<file path="config.mk">
export PLATFORM = sky130hd
export DESIGN_NAME = branch_stall_ctrl
export DESIGN_NICKNAME = d
export VERILOG_FILES = /design/src/rtl/branch_stall_ctrl.sv
export SDC_FILE = /design/constraint.sdc
export NUM_CORES = 1
export LEC_CHECK = 0
export ABC_AREA = 1
export CAP_MARGIN = 20
export CORE_ASPECT_RATIO = 0.6
export CORE_MARGIN = 2
export CORE_UTILIZATION = 50
export DETAILED_ROUTE_END_ITERATION = 8
export PLACE_DENSITY = 0.82
export SKIP_LAST_GASP = 1
export SLEW_MARGIN = 40
export SYNTH_ARGS = -nofsm -noshare
export SYNTH_HDL_FRONTEND = slang
export SYNTH_SLANG_ARGS = --single-unit
</file>
<file path="constraint.sdc">
create_clock -name clk -period 2 [get_ports clk]
set_input_delay 0.4 -clock clk [delete_from_list [all_inputs] [get_ports clk]]
set_output_delay 0.4 -clock clk [all_outputs]
set_load 0.03 [all_outputs]
</file>
<file path="src/rtl/branch_stall_ctrl.sv">
// Stall/flush controller for branches resolved in ID, plus load-use stalls.
// Stall outputs are combinational; a two-state FSM extends load-to-branch stalls.
module branch_stall_ctrl #(
  parameter int unsigned REG_W = 5,
  parameter int unsigned CNT_W = 16
) (
  input  logic             clk,
  input  logic             rst,
  input  logic             id_branch,
  input  logic             id_uses_rs,
  input  logic             id_uses_rt,
  input  logic [REG_W-1:0] if2id_rs,
  input  logic [REG_W-1:0] if2id_rt,
  input  logic             id2ex_regWrite,
  input  logic             id2ex_memRead,
  input  logic [REG_W-1:0] id2ex_writeReg,
  input  logic             ex2mem_memRead,
  input  logic [REG_W-1:0] ex2mem_writeReg,
  input  logic             branch_taken,
  output logic             pc_write,
  output logic             if2id_write,
  output logic             id2ex_bubble,
  output logic             if2id_flush,
  output logic [CNT_W-1:0] stall_cnt,
  output logic [CNT_W-1:0] flush_cnt
);

  typedef enum logic [0:0] {StRun, StHold} state_e;

  state_e state_q, state_d;

  logic use_rs;
  logic use_rt;
  logic ex_match;
  logic mem_match;
  logic h1;
  logic h2;
  logic stall;
  logic flush;

  logic [CNT_W-1:0] stall_cnt_q;
  logic [CNT_W-1:0] flush_cnt_q;
  logic [CNT_W-1:0] cnt_one;

  assign cnt_one = {{(CNT_W-1){1'b0}}, 1'b1};

  // Branches compare both operands in ID, so both are always treated as read.
  assign use_rs = id_branch | id_uses_rs;
  assign use_rt = id_branch | id_uses_rt;

  assign ex_match = (id2ex_writeReg != '0) &&
                    ((use_rs && (id2ex_writeReg == if2id_rs)) ||
                     (use_rt && (id2ex_writeReg == if2id_rt)));

  assign mem_match = (ex2mem_writeReg != '0) &&
                     ((use_rs && (ex2mem_writeReg == if2id_rs)) ||
                      (use_rt && (ex2mem_writeReg == if2id_rt)));

  assign h2 = id_branch && id2ex_memRead && ex_match;

  assign h1 = (id_branch && id2ex_regWrite && !id2ex_memRead && ex_match) ||
              (id_branch && ex2mem_memRead && mem_match) ||
              (!id_branch && id2ex_memRead && ex_match);

  always_comb begin
    state_d = state_q;
    stall   = 1'b0;
    unique case (state_q)
      StRun: begin
        if (h2) begin
          stall   = 1'b1;
          state_d = StHold;
        end else if (h1) begin
          stall   = 1'b1;
        end
      end
      StHold: begin
        // Load data is still one stage away from forwarding; inputs are ignored.
        stall   = 1'b1;
        state_d = StRun;
      end
      default: begin
        state_d = StRun;
      end
    endcase
  end

  // Comparator result is stale while stalled, so the flush waits for resolution.
  assign flush = id_branch && branch_taken && !stall;

  always_comb begin
    pc_write     = 1'b1;
    if2id_write  = 1'b1;
    id2ex_bubble = 1'b0;
    if2id_flush  = 1'b0;
    if (!rst) begin
      pc_write     = !stall;
      if2id_write  = !stall;
      id2ex_bubble = stall;
      if2id_flush  = flush;
    end
  end

  always_ff @(posedge clk or posedge rst) begin
    if (rst) begin
      state_q <= StRun;
    end else begin
      state_q <= state_d;
    end
  end

  always_ff @(posedge clk or posedge rst) begin
    if (rst) begin
      stall_cnt_q <= '0;
      flush_cnt_q <= '0;
    end else begin
      if (stall && (stall_cnt_q != '1)) begin
        stall_cnt_q <= stall_cnt_q + cnt_one;
      end
      if (flush && (flush_cnt_q != '1)) begin
        flush_cnt_q <= flush_cnt_q + cnt_one;
      end
    end
  end

  assign stall_cnt = stall_cnt_q;
  assign flush_cnt = flush_cnt_q;

endmodule
</file>
==> flow_results.org, run 1 <==
** Status
- Run status :: completed

** Synth
- Synth top area cells :: sky130_fd_sc_hd__dfrtp_1 (33%), sky130_fd_sc_hd__nand2_1 (22%), sky130_fd_sc_hd__nand3_1 (7.2%)
- Top-count cell post-synth :: sky130_fd_sc_hd__nand2_1
- After synthesis, the mean cell area works out to ~6.6 um2.
- Synth top area share :: roughly 33%
- Counting flops with a built-in enable in the synthesized netlist gives 0.
- Warnings, synthesis :: 0
- Of all flip-flops after synthesis, the portion carrying an async set or reset was 100%.
- In this run the cell area of the synthesized design comes to 0.00252 mm2.
- Ranking of synthesized cells by instance count :: sky130_fd_sc_hd__nand2_1 (149), sky130_fd_sc_hd__inv_1 (42), sky130_fd_sc_hd__nand3_1 (36), sky130_fd_sc_hd__dfrtp_1 (33), sky130_fd_sc_hd__nor2_1 (32)
- The largest total area in the synthesized netlist belongs to sky130_fd_sc_hd__dfrtp_1.
- Prevailing post-synth register cell :: sky130_fd_sc_hd__dfrtp_1
- Sequential elements use approximately 33% of the synthesized area.
- The netlist uses 27 different library cells.
- In the synthesized netlist, the number of instances is approximately 380.
- Flops & latches, synth :: 33
- Total nets after synthesis :: a little over 400

** Power and ir drop
- Fraction of power consumed by combinational cells :: a little under two fifths
- Internal Power :: ~1400 uW
- Net switching is 37.9% of the power.
- Max VDD drop :: roughly 0.55 mV
- The analysis attributes to net switching a power of around 850 uW.
- Final Power :: around 2300 uW
- Leakage power summed over all cells :: 0.00182 uW
- The clock network is responsible for approximately a quarter of the overall power.
- Fraction of power consumed by sequential logic :: between 30% and 40%
- Power per cell area :: between 600 and 700 mW/mm2

** Clocking
- Clock tree from TritonCTS :: done
- The later pin in the worst-skew pair is clocked with a latency of a little under 0.3 ns.
- Hold repair after CTS inserted 0 buffers.
- Clock-pin slew was measured on the worst setup and hold paths at approximately 0.070 ns.
- Max Buffers Root-to-Sink :: 2
- The H-tree was split into 2 levels.
- The clock net in this run drives a total of 33 sinks.
- Number of buffers inserted during clock tree synthesis :: 5
- Root Buffer Master :: sky130_fd_sc_hd__clkbuf_8

** Setup path
- In this run the register-to-register setup slack is ~0.20 ns.
- Worst path arrival time :: approximately 1.6 ns
- Kind of end point of the critical path :: output port
- R2R depth :: 9
- Endpoint of the worst-slack reg-to-reg timing path :: flush_cnt[11]$_DFFE_PP0P_
- The worst setup path is launched from an input port.
- Data on the critical path is required at its endpoint by ~1.6 ns.
- Along the worst path, the maximum fanout reaches 3.
- The worst setup path is of the input port to output port kind.
- The worst register-to-register path begins at flush_cnt[0]$_DFFE_PP0P_.

** Job
- The tool flagged a number of max-cap violations equal to 0.

** Drt
- The detail route stage leaves a number of antenna-violating nets equal to 0.
- DRT Wirelength :: roughly 7800 um
- 1st-pass router iterations :: 5
- Drt initial violations :: around 220
- Detailed-route via count :: just under 3000
- Routed len/inst :: approximately 14 um
- Drt via density :: roughly 5.3
- For this run, design rule violations remaining after detail routing come to 0.

** Min path
- Hold Path Origin :: stall_cnt[12]$_DFFE_PP0P_
- The worst hold path was traced through 2 stages.
- Hold Path Class :: register to register
- Worst min-delay path endpoint :: stall_cnt[12]$_DFFE_PP0P_

** Timing
- Across all setup checks in the final design, the least slack found is between 0.02 and 0.025 ns.
- The smallest clock period supported by the final layout is computed as between 1.5 and 2 ns.
- For the pin with the worst max-slew slack, the measured transition is about 0.43 ns.
- Worst slew margin relative to its limit :: between 70 and 80%
- The number of hold violations in the final report is 0.
- Max Clock Freq :: 505 MHz
- Total Neg Setup Slack :: 0 ns
- Post-route clock skew :: around 0.01 ns
- The number of pins with negative max-slew slack in the final report was 0.
- Final setup violating endpoints :: 0
- Setup repair after global routing could not meet its margin everywhere.
- Of the available clock period, the critical path in the final layout requires a little under 100%.

** Floorplan
- Die Y :: a little under 60 um
- The initialized floorplan defines 19 standard-cell rows.
- The floorplan step defined a core boundary enclosing roughly 0.0047 mm2.
- X dimension of the die :: between 90 and 100 um
- The floorplan step defined a die boundary enclosing around 0.0056 mm2.
- The initial utilization of the core area, before any placement, comes to a little over half.
- I/O pins :: 65

** Placement
- The count of buffers added on input and output ports is 64.
- Summed over all nets, the half-perimeter wirelength after detailed placement is 5490 um.
- Post-placement worst setup slack :: -0.437 ns
- Counting tap cells, the placed design contains a total of 522 instances.
- The congestion estimate from routability-driven global placement came to just under 1.

** Global route
- Total global-route track usage :: 29.5%
- After global routing the overflow that remains totals 0.
- Number of antenna violations at the first check in global routing :: 0
- Largest net degree at the start of global routing :: 34
- The first global-routing pass estimated around 13000 um of wire.
- The via count of the first global-routing pass is 2705.

** Finish
- Cells with a size suffix above 1 make up around a quarter of the layout.
- The net count of the finished layout is 508.
- Filler-free cell count of the finished design :: about 540
- # diodes :: 0
- From synthesis to final layout, the design area changed by 41.1%.
- Final Core Density :: 75.4%
sequential cells by signal, summed over array words and instances (netlist names):
| name | cells |
|---|---|
| state_q | 1 |
| stall_cnt | 16 |
| flush_cnt | 16 |
stage by stage:
step,cell area [um2],hold WS (ns)
after floorplan,2520,0.339
after detailed placement,3350,0.513
after CTS,3500,0.515
after global placement,3350,0.498
final,3550,0.526
after global routing,3550,0.540
layout make-up:
cell class,instances,area [um2]
multi-input combinational,293,1570
fill,359,1160
sequential,33,826
timing repair buffer,97,797
inverter,47,180
clock buffer,7,96.3
tap,63,78.8
clock inverter,1,5.00
critical path, stage by stage:
cell,delay (ns)
sky130_fd_sc_hd__clkdlybuf4s50_1,0.45
sky130_fd_sc_hd__a21oi_2,0.16
sky130_fd_sc_hd__inv_1,0.07
sky130_fd_sc_hd__nand3_2,0.09
sky130_fd_sc_hd__nand2_2,0.08
sky130_fd_sc_hd__nor3_2,0.14
sky130_fd_sc_hd__buf_4,0.19
layer usage:
layer	up-vias	GRT usage (%)	wire (um)
met3	10	7.94	661
li1	1397	-	-
met4	0	4.69	44
met5	-	0	0
met2	127	45.6	3610
met1	1349	42.7	3480
how the worst max path moves through the flow:
stage / endpoint / cells past startpoint / slack (ns) / start
after floorplan: if2id_flush / 10 / -0.06 / if2id_rs[3]
after global placement: stall_cnt[1]$_DFFE_PP0P_ / 13 / -0.34 / id2ex_writeReg[4]
after detailed placement: stall_cnt[9]$_DFFE_PP0P_ / 13 / -0.44 / id2ex_writeReg[4]
after CTS: if2id_flush / 10 / 0.004 / if2id_rt[0]
after global routing: id2ex_bubble / 13 / -0.02 / if2id_rs[1]
final: if2id_flush / 7 / 0.02 / id2ex_memRead
power groups by stage:
| stage | sequential, uW | clock, uW | combinational [uW] |
|---|---|---|---|
| final | 845 | 570 | 839 |
| after global routing | 858 | 603 | 909 |
| after CTS | 843 | 572 | 809 |
| after detailed placement | 851 | 0 | 793 |
| after global placement | 851 | 0 | 775 |
| after floorplan | 996 | 0 | 296 |
placed cells by master (no fill, tap or decap), types with 7 or more instances in the layout:
master / Yosys / final
sky130_fd_sc_hd__clkbuf_8: 0 / 7
sky130_fd_sc_hd__inv_1: 42 / 26
sky130_fd_sc_hd__nand2_1: 149 / 139
sky130_fd_sc_hd__dfrtp_1: 33 / 33
sky130_fd_sc_hd__nand4_1: 21 / 21
sky130_fd_sc_hd__inv_2: 4 / 19
sky130_fd_sc_hd__buf_4: 2 / 32
sky130_fd_sc_hd__xnor2_1: 10 / 10
sky130_fd_sc_hd__nor2_1: 32 / 24
sky130_fd_sc_hd__clkdlybuf4s50_1: 0 / 36
sky130_fd_sc_hd__buf_2: 3 / 15
sky130_fd_sc_hd__xor2_1: 18 / 18
sky130_fd_sc_hd__nand3_1: 36 / 34
sky130_fd_sc_hd__nand2_2: 3 / 10
logic make-up (layout without fill, tap and decap cells):
group	Yosys count	after routing	synth area share (%)
xor+xnor	28	28	9.75
fa+ha+maj	2	2	0.994
simple gates	260	260	46.6
flops	33	33	32.8
buf+inv	56	152	9.10
compound gates	3	3	0.746
repair_timing:
action	in CTS	in global routing
pin swaps	21	21
setup endpoints to repair	20	36
buffers inserted	11	1
gates resized for setup	97	40
No activity file was read; power rests on OpenSTA's default activity.
==> run 2: changes to the inputs <==
- CORE_UTILIZATION: 50 -> 45
- PLACE_DENSITY: 0.82 -> 0.78
- clock period: 2 -> 1.7 ns (I/O delays scaled with it)
==> flow_results.org, run 2 (synthesis results as in run 1) <==
** Status
- Run status :: complete, but fails checks
- Failing checks :: setup timing

** Clocking
- Counting every sink on the clock net gives 33.
- TritonCTS built the clock tree.
- CTS built an H-tree with a depth of 2.
- In this run the deepest clock path goes through 2 buffers.
- Hold buffer count at cts :: 0
- Root Buffer Master :: sky130_fd_sc_hd__clkbuf_8
- Number of buffers inserted during clock tree synthesis :: 5
- The later pin in the worst-skew pair is clocked with a latency of between 0.2 and 0.3 ns.
- Clock-pin slew was measured on the worst setup and hold paths at roughly 0.070 ns.

** Timing
- Headroom to the max-slew limit came out at between 70 and 80%.
- Transition at the pin with the smallest max-transition slack :: approximately 0.43 ns
- Final WS setup :: -0.0815 ns
- Worst Hold Slack :: between 0.4 and 0.5 ns
- Final Max Tran Viols :: 0
- Setup repair after global routing could not meet its margin everywhere.
- Hold Fails Final Rpt :: 0
- Final setup violating endpoints :: 18
- In the finished design, the share of the clock period the worst path needs comes to 105%.
- Derived from the worst setup path, the maximum achievable clock frequency is 561 MHz.
- Shortest clock period the worst path allows after layout :: about 1.8 ns
- Post-route clock skew :: roughly 0.0045 ns

** Global route
- Global routing used between 40% and 50% of the available met2 tracks.
- Global routing usage on met1 :: 37.5%
- Fraction of met3 tracks used by global routing :: just under 5%
- Number of antenna violations at the first check in global routing :: 0
- The global routing stage identified its most utilized layer as met2.
- After global routing the overflow that remains totals 0.
- Number of global-route vias before repair :: roughly 2600
- Total global-route track usage :: 26.1%
- The first global-routing pass estimated about 13000 um of wire.
- Largest net degree at the start of global routing :: 34

** Drt
- Once detail routing completed, the nets flagged for antenna violations numbered 0.
- 1st-pass router iterations :: 4
- Drt initial violations :: between 100 and 150
- After detailed routing, the average wire length per cell comes to about 15 um.
- In the routed layout, each cell is associated on average with a via count of 5.31.
- DRT Wirelength :: 8570 um
- DRC violation count after routing :: 0
- The final route contains 3000 vias.

** Power and ir drop
- Power per cell area :: roughly 700 mW/mm2
- The worst-case IR drop observed on VDD is ~0.60 mV.
- Net switching is between 30 and 40% of the power.
- The internal portion of the total power is roughly 1700 uW.
- Net Sw Power :: approximately 1000 uW
- In this run, flip-flops and latches consume about 38% of the power.
- Of the total power, combinational logic draws roughly 38%.
- Leakage power summed over all cells :: 0.00211 uW
- Overall power consumption after layout is estimated at about 2700 uW.
- Share of total power in the clock network :: between 20% and 30%

** Finish
- Leaving out fill and tap cells, the most frequent cell in the layout is sky130_fd_sc_hd__nand2_1.
- Area added between synthesis and finish :: 53.8%
- Most frequent cells in the layout :: sky130_fd_sc_hd__nand2_1 (131), sky130_fd_sc_hd__buf_4 (42), sky130_fd_sc_hd__nand3_1 (33), sky130_fd_sc_hd__dlygate4sd2_1 (33), sky130_fd_sc_hd__dfrtp_1 (29)
- Nets :: between 500 and 600
- Share of post-route cells with drive strength above 1 :: a little under a third
- # diodes :: 0
- Final Instance Area :: 0.00387 mm2

** Floorplan
- The core region is about 0.0055 mm2.
- Die Y :: a little over 60 um
- Row generation in the floorplan step produced 21 rows.
- I/O pins :: 65
- The floorplan step defined a die boundary enclosing 0.00623 mm2.
- Once the floorplan was initialized, standard cells occupied between 40% and 50% of the core.
- X dimension of the die :: roughly 100 um

** Setup path
- STA classifies the critical path startpoint as an input port.
- The setup path with the least slack is of type input port to output port.
- STA classifies the critical path endpoint as an output port.
- Largest fanout of any net on the critical path :: 4
- STA puts the critical path data required time at approximately 1.4 ns.
- For the worst setup path, the data arrival time is around 1.4 ns.

** Min path
- Hold Path Class :: input port to register

** Job
- The tool flagged a number of max-cap violations equal to 0.

** Placement
- During placement, the flow inserted port buffers numbering 64.
- The congestion estimate from routability-driven global placement came to 0.924.
- Total cell area at the placement stage :: between 0.003 and 0.004 mm2
- Detailed placement ended at an HPWL of between 5000 and 6000 um.
-- run 2: cell count changes in the layout (fill, tap and decap cells not counted), moves of 5 or more --
cell,change
sky130_fd_sc_hd__dlygate4sd2_1,+33
sky130_fd_sc_hd__inv_4,+5
sky130_fd_sc_hd__buf_8,+5
sky130_fd_sc_hd__clkbuf_2,-6
sky130_fd_sc_hd__nand2_1,-8
sky130_fd_sc_hd__nand2_2,+5
sky130_fd_sc_hd__buf_2,-5
sky130_fd_sc_hd__buf_6,+13
sky130_fd_sc_hd__buf_4,+10
sky130_fd_sc_hd__clkdlybuf4s50_1,-33
-- run 2: power groups by stage --
stage | combinational [uW] | sequential (uW) | clock, uW
after global routing | 1100 | 1040 | 712
after detailed placement | 948 | 1030 | 0
after CTS | 925 | 1020 | 666
final | 1010 | 1030 | 662
after global placement | 924 | 1020 | 0
after floorplan | 363 | 1200 | 0
-- run 2: metrics by stage --
step                util, %  cells  TNS (ns)  worst slack [ns]
global route           70.4    565     -2.87            -0.140
global placement       62.2    532    -18.75            -0.554
CTS                    65.7    554    -0.222            -0.107
finish                 70.4    565    -0.387           -0.0815
detailed placement     62.2    532    -20.11            -0.605
floorplan                 -    382    -0.922            -0.141
-- run 2: worst paths after layout --
path / from / end / slack [ns] / cells after the start
max in group asynchronous: rst / flush_cnt[1]$_DFFE_PP0P_ / 0.77 / 3
setup reg to reg: stall_cnt[8]$_DFFE_PP0P_ / stall_cnt[2]$_DFFE_PP0P_ / -0.02 / 7
min in group asynchronous: rst / stall_cnt[11]$_DFFE_PP0P_ / 0.60 / 3
hold / removal: id_branch / state_q$_DFF_PP0_ / 0.45 / 4
setup / recovery: id2ex_writeReg[4] / id2ex_bubble / -0.08 / 12
hold reg to reg: stall_cnt[15]$_DFFE_PP0P_ / stall_cnt[15]$_DFFE_PP0P_ / 0.52 / 2
-- run 2: metal layers --
metal  vias up  wire [um]
met1      1420       3830
met2       122       3950
met3        23        608
met4         0        177
li1       1435          -
met5         -          0
-- run 2: layout make-up --
class,count,area [um2]
flip-flops and latches,33,831
clock buffers,7,96.3
well taps,69,86.3
fillers,435,1620
clock inverters,1,5.00
inverters,47,193
multi-input cells,295,1670
repair buffers,113,986
-- run 2: critical path, cell delays in order --
cell,delay (ns)
sky130_fd_sc_hd__buf_2,0.13
sky130_fd_sc_hd__inv_1,0.07
sky130_fd_sc_hd__nand2_1,0.08
sky130_fd_sc_hd__nand2_2,0.07
sky130_fd_sc_hd__nor2_4,0.09
sky130_fd_sc_hd__nand3_2,0.09
sky130_fd_sc_hd__nand2_2,0.11
sky130_fd_sc_hd__nand3_4,0.09
sky130_fd_sc_hd__nand2_4,0.11
sky130_fd_sc_hd__nand2_4,0.07
sky130_fd_sc_hd__inv_2,0.05
sky130_fd_sc_hd__buf_6,0.12
-- run 2: timing repair --
action                                  in CTS  in global routing
pin swaps                                   35                 27
buffers inserted                            14                  7
gates resized for setup                    171                 54
cloned                                       0                  4
endpoints found under the setup margin      66                 37
==> run 3: changes to the inputs <==
- CORE_MARGIN: 2 -> default
- MAX_ROUTING_LAYER: default -> met4
==> flow_results.org, run 3 (synthesis results as in run 1) <==
** Drt
- Detailed-route via count :: a little under 3000
- After detailed routing, the number of remaining DRC violations is 3.
- The routed design has about 7700 um of wire.
- 1st-pass router iterations :: 7
- Drt via density :: roughly 5.3
- The count of nets left with antenna violations once routing finished came out at 0.
- Drt initial violations :: 241
- Routed len/inst :: roughly 14 um

** Finish
- Final Instance Area :: between 0.003 and 0.004 mm2
- Summing all multi-input logic gate instances after layout gives around 0.0016 mm2.
- Registers take 832 um2.
- Commonest non-fill, non-tap cell in the layout :: sky130_fd_sc_hd__nand2_1
- The finished layout holds 551 standard cells, fillers aside.
- Leaving out fill and tap cells, the most frequent cells in the layout are sky130_fd_sc_hd__nand2_1 (135), sky130_fd_sc_hd__nand3_1 (36), sky130_fd_sc_hd__buf_4 (33).
- Fill cells :: 411
- # diodes :: 0
- Area added between synthesis and finish :: 47.6%
- The post-route netlist has approximately 29% of its cells at a drive strength greater than 1.
- After the last flow step, the layout net total stands at approximately 500.

** Setup path
- Worst path arrival time :: 2.01 ns
- In this run the critical register-to-register path is launched from stall_cnt[0]$_DFFE_PP0P_.
- The critical path starts at if2id_rt[2].
- The signal on the critical path passes through buf_8 > inv_4 > buf_6 > nand2_2 > nand2_1 > nor2_1 > nand3_1 > nand2_2 > buf_4 > buf_4 > buf_4 > buf_4 > nand2_4 > nor2_4 > nor2_4 > clkbuf_16 > nand4_1 > nand2_1.
- By instance count, the cell type seen most on the critical path is sky130_fd_sc_hd__buf_4.
- Largest fanout of any net on the critical path :: 8
- Critical path class :: input port to register
- Largest stage delay on the critical path :: 0.17 ns
- Kind of end point of the critical path :: register
- STA classifies the critical path startpoint as an input port.
- The slowest stage of the critical path is the sky130_fd_sc_hd__clkbuf_16 cell.
- R2R depth :: 7
- STA puts the critical path data required time at 1.93 ns.
- Kind of cell adding the most delay to the critical path :: buffers and inverters
- Critical path buffer and inverter count :: 8
- Instance count on the critical path :: 18

** Timing
- Setup violations remaining at the end of the flow were counted as 20.
- Max Clock Freq :: 560 MHz
- Final WS setup :: -0.0854 ns
- Clock skew on the completed layout was measured at about 0.0019 ns.
- Transition at the pin with the smallest max-transition slack :: around 0.41 ns
- The number of pins with negative max-slew slack in the final report came to 0.
- RSZ-0062 raised after global routing :: yes
- Worst slew margin relative to its limit :: around 73%
- Shortest clock period the worst path allows after layout :: around 1.8 ns
- The number of hold violations in the final report is 0.
- Tcrit/Tclk final :: 105%

** Clocking
- The clock tree synthesis step divided the H-tree into 2 levels.
- Hold buffer count at cts :: 0
- The tree is rooted in a sky130_fd_sc_hd__clkbuf_8.
- Clock insertion delay at the later pin of the skew report :: approximately 0.29 ns
- TritonCTS built the clock tree.
- Number of buffers inserted during clock tree synthesis :: 5
- In this run the deepest clock path goes through 2 buffers.
- Clock slew seen by the registers of the worst setup and hold paths :: about 0.070 ns
- The clock drives 33 sinks.

** Global route
- Largest net degree at the start of global routing :: 34
- Total global-route track usage :: 27.9%
- The first global-routing pass estimated roughly 12000 um of wire.
- Total congestion overflow :: 0
- Number of antenna violations at the first check in global routing :: 0
- Number of global-route vias before repair :: around 2600

** Floorplan
- The total area inside the core boundary comes to approximately 0.0052 mm2.
- I/O pins :: 65
- Die Y :: 59.9 um
- Die footprint :: a little under 0.006 mm2
- For this configuration, the core starts out at a cell density of about half.
- Number of rows in the core area :: 20
- The die is a little under 100 um wide.

** Power and ir drop
- The worst-case IR drop observed on VDD is approximately 0.48 mV.
- Leakage power summed over all cells :: a little over 0.002 uW
- Dividing total power by cell area gives a power density of 700 mW/mm2.
- For this design the total switching power over the nets is 1030 uW.
- Of the total power, registers draw 38.8%.
- Switching part of the total :: 39.5%
- Share of total power in the clock network :: between 20 and 25%
- The internal power of the cells totals 1570 uW.
- Combinational logic is responsible for 38.6% of the overall power.

** Job
- Number of max-capacitance violations reported :: 0

** Status
- Run status :: complete, but fails checks
- The checks that failed: DRC, setup timing.

** Min path
- The startpoint identified for the worst hold timing path is id_branch.
- The tightest min-delay check is of the input port to register type.
- Worst hold path cell count :: 4

** Placement
- In this run, placement finished with an instance count of roughly 530.
- Total cell area at the placement stage :: around 0.0034 mm2
- Once detailed placement completed, the half-perimeter wirelength came to roughly 5400 um.
- Weighted congestion at the end of routability-driven global placement :: about 0.90
- In this run the tool buffered the top-level ports with 64 buffer cells.
==> run 3: changes by cell type in the layout (fill, tap and decap cells not counted), sizes merged <==
cell,before,now
clkdlybuf4s50,3,4
nand2,153,152
dlygate4sd2,33,30
buf,76,66
clkinv,2,3
dlymetal6s2s,1,3
nand4,24,23
==> run 3: final timing paths <==
path	endpoint	slack (ns)
min	state_q$_DFF_PP0_	0.49
min in group asynchronous	stall_cnt[12]$_DFFE_PP0P_	0.66
max	flush_cnt[15]$_DFFE_PP0P_	-0.09
min reg2reg	stall_cnt[15]$_DFFE_PP0P_	0.52
max reg2reg	stall_cnt[12]$_DFFE_PP0P_	0.04
max in group asynchronous	flush_cnt[1]$_DFFE_PP0P_	0.73
==> run 3: final cells by class <==
| type | instances | share of cell area [%] |
|---|---|---|
| clock buffer | 6 | 1.95 |
| clock inverter | 2 | 0.269 |
| inverter | 47 | 5.19 |
| multi-input combinational | 293 | 43.2 |
| sequential | 33 | 22.4 |
| tap | 66 | 2.22 |
| timing repair buffer | 104 | 24.8 |
==> run 3: repair_timing <==
action | in CTS | in global routing
buffers inserted | 10 | 2
pin swaps | 33 | 25
gates cloned | 0 | 2
resized for setup | 174 | 31
setup endpoints to repair | 63 | 39
==> run 3: power by group through the flow <==
| stage | clock (uW) | combinational, uW | sequential (uW) |
|---|---|---|---|
| 5_1_grt | 632 | 1090 | 1020 |
| 6_report | 587 | 1000 | 1010 |
| 3_5_place_dp | 0 | 986 | 1020 |
| 3_3_place_gp | 0 | 956 | 1010 |
| 2_1_floorplan | 0 | 363 | 1200 |
| 4_1_cts | 591 | 964 | 1000 |
==> run 3: through the flow <==
step                      worst slack [ns]  hold WS [ns]  setup TNS, ns  utilization, %  power, uW
after floorplan                     -0.141         0.282         -0.922               -       1560
after global placement              -0.499         0.481         -15.47            65.5       1970
after detailed placement            -0.578         0.511         -17.56            65.5       2000
after CTS                          -0.0799         0.447         -0.110            68.5       2560
after global routing                -0.147         0.493          -2.48            71.0       2750
final                              -0.0854         0.494          -1.05            71.0       2600
==> run 3: metal layers <==
metal	GRT usage (%)	up-vias	part of all wire (%)	wire length, um
li1	-	1416	-	-
met3	5.15	7	8.2	633
met5	-	-	0	0
met1	39.0	1393	46	3540
met2	42.7	120	45	3500
met4	5.97	0	0.60	46
==> run 3: worst min-delay path, stage by stage <==
cell and delay, ns:
sky130_fd_sc_hd__buf_6 0.10, sky130_fd_sc_hd__buf_4 0.14, sky130_fd_sc_hd__nand3_1 0.10, sky130_fd_sc_hd__nor2_1 0.06
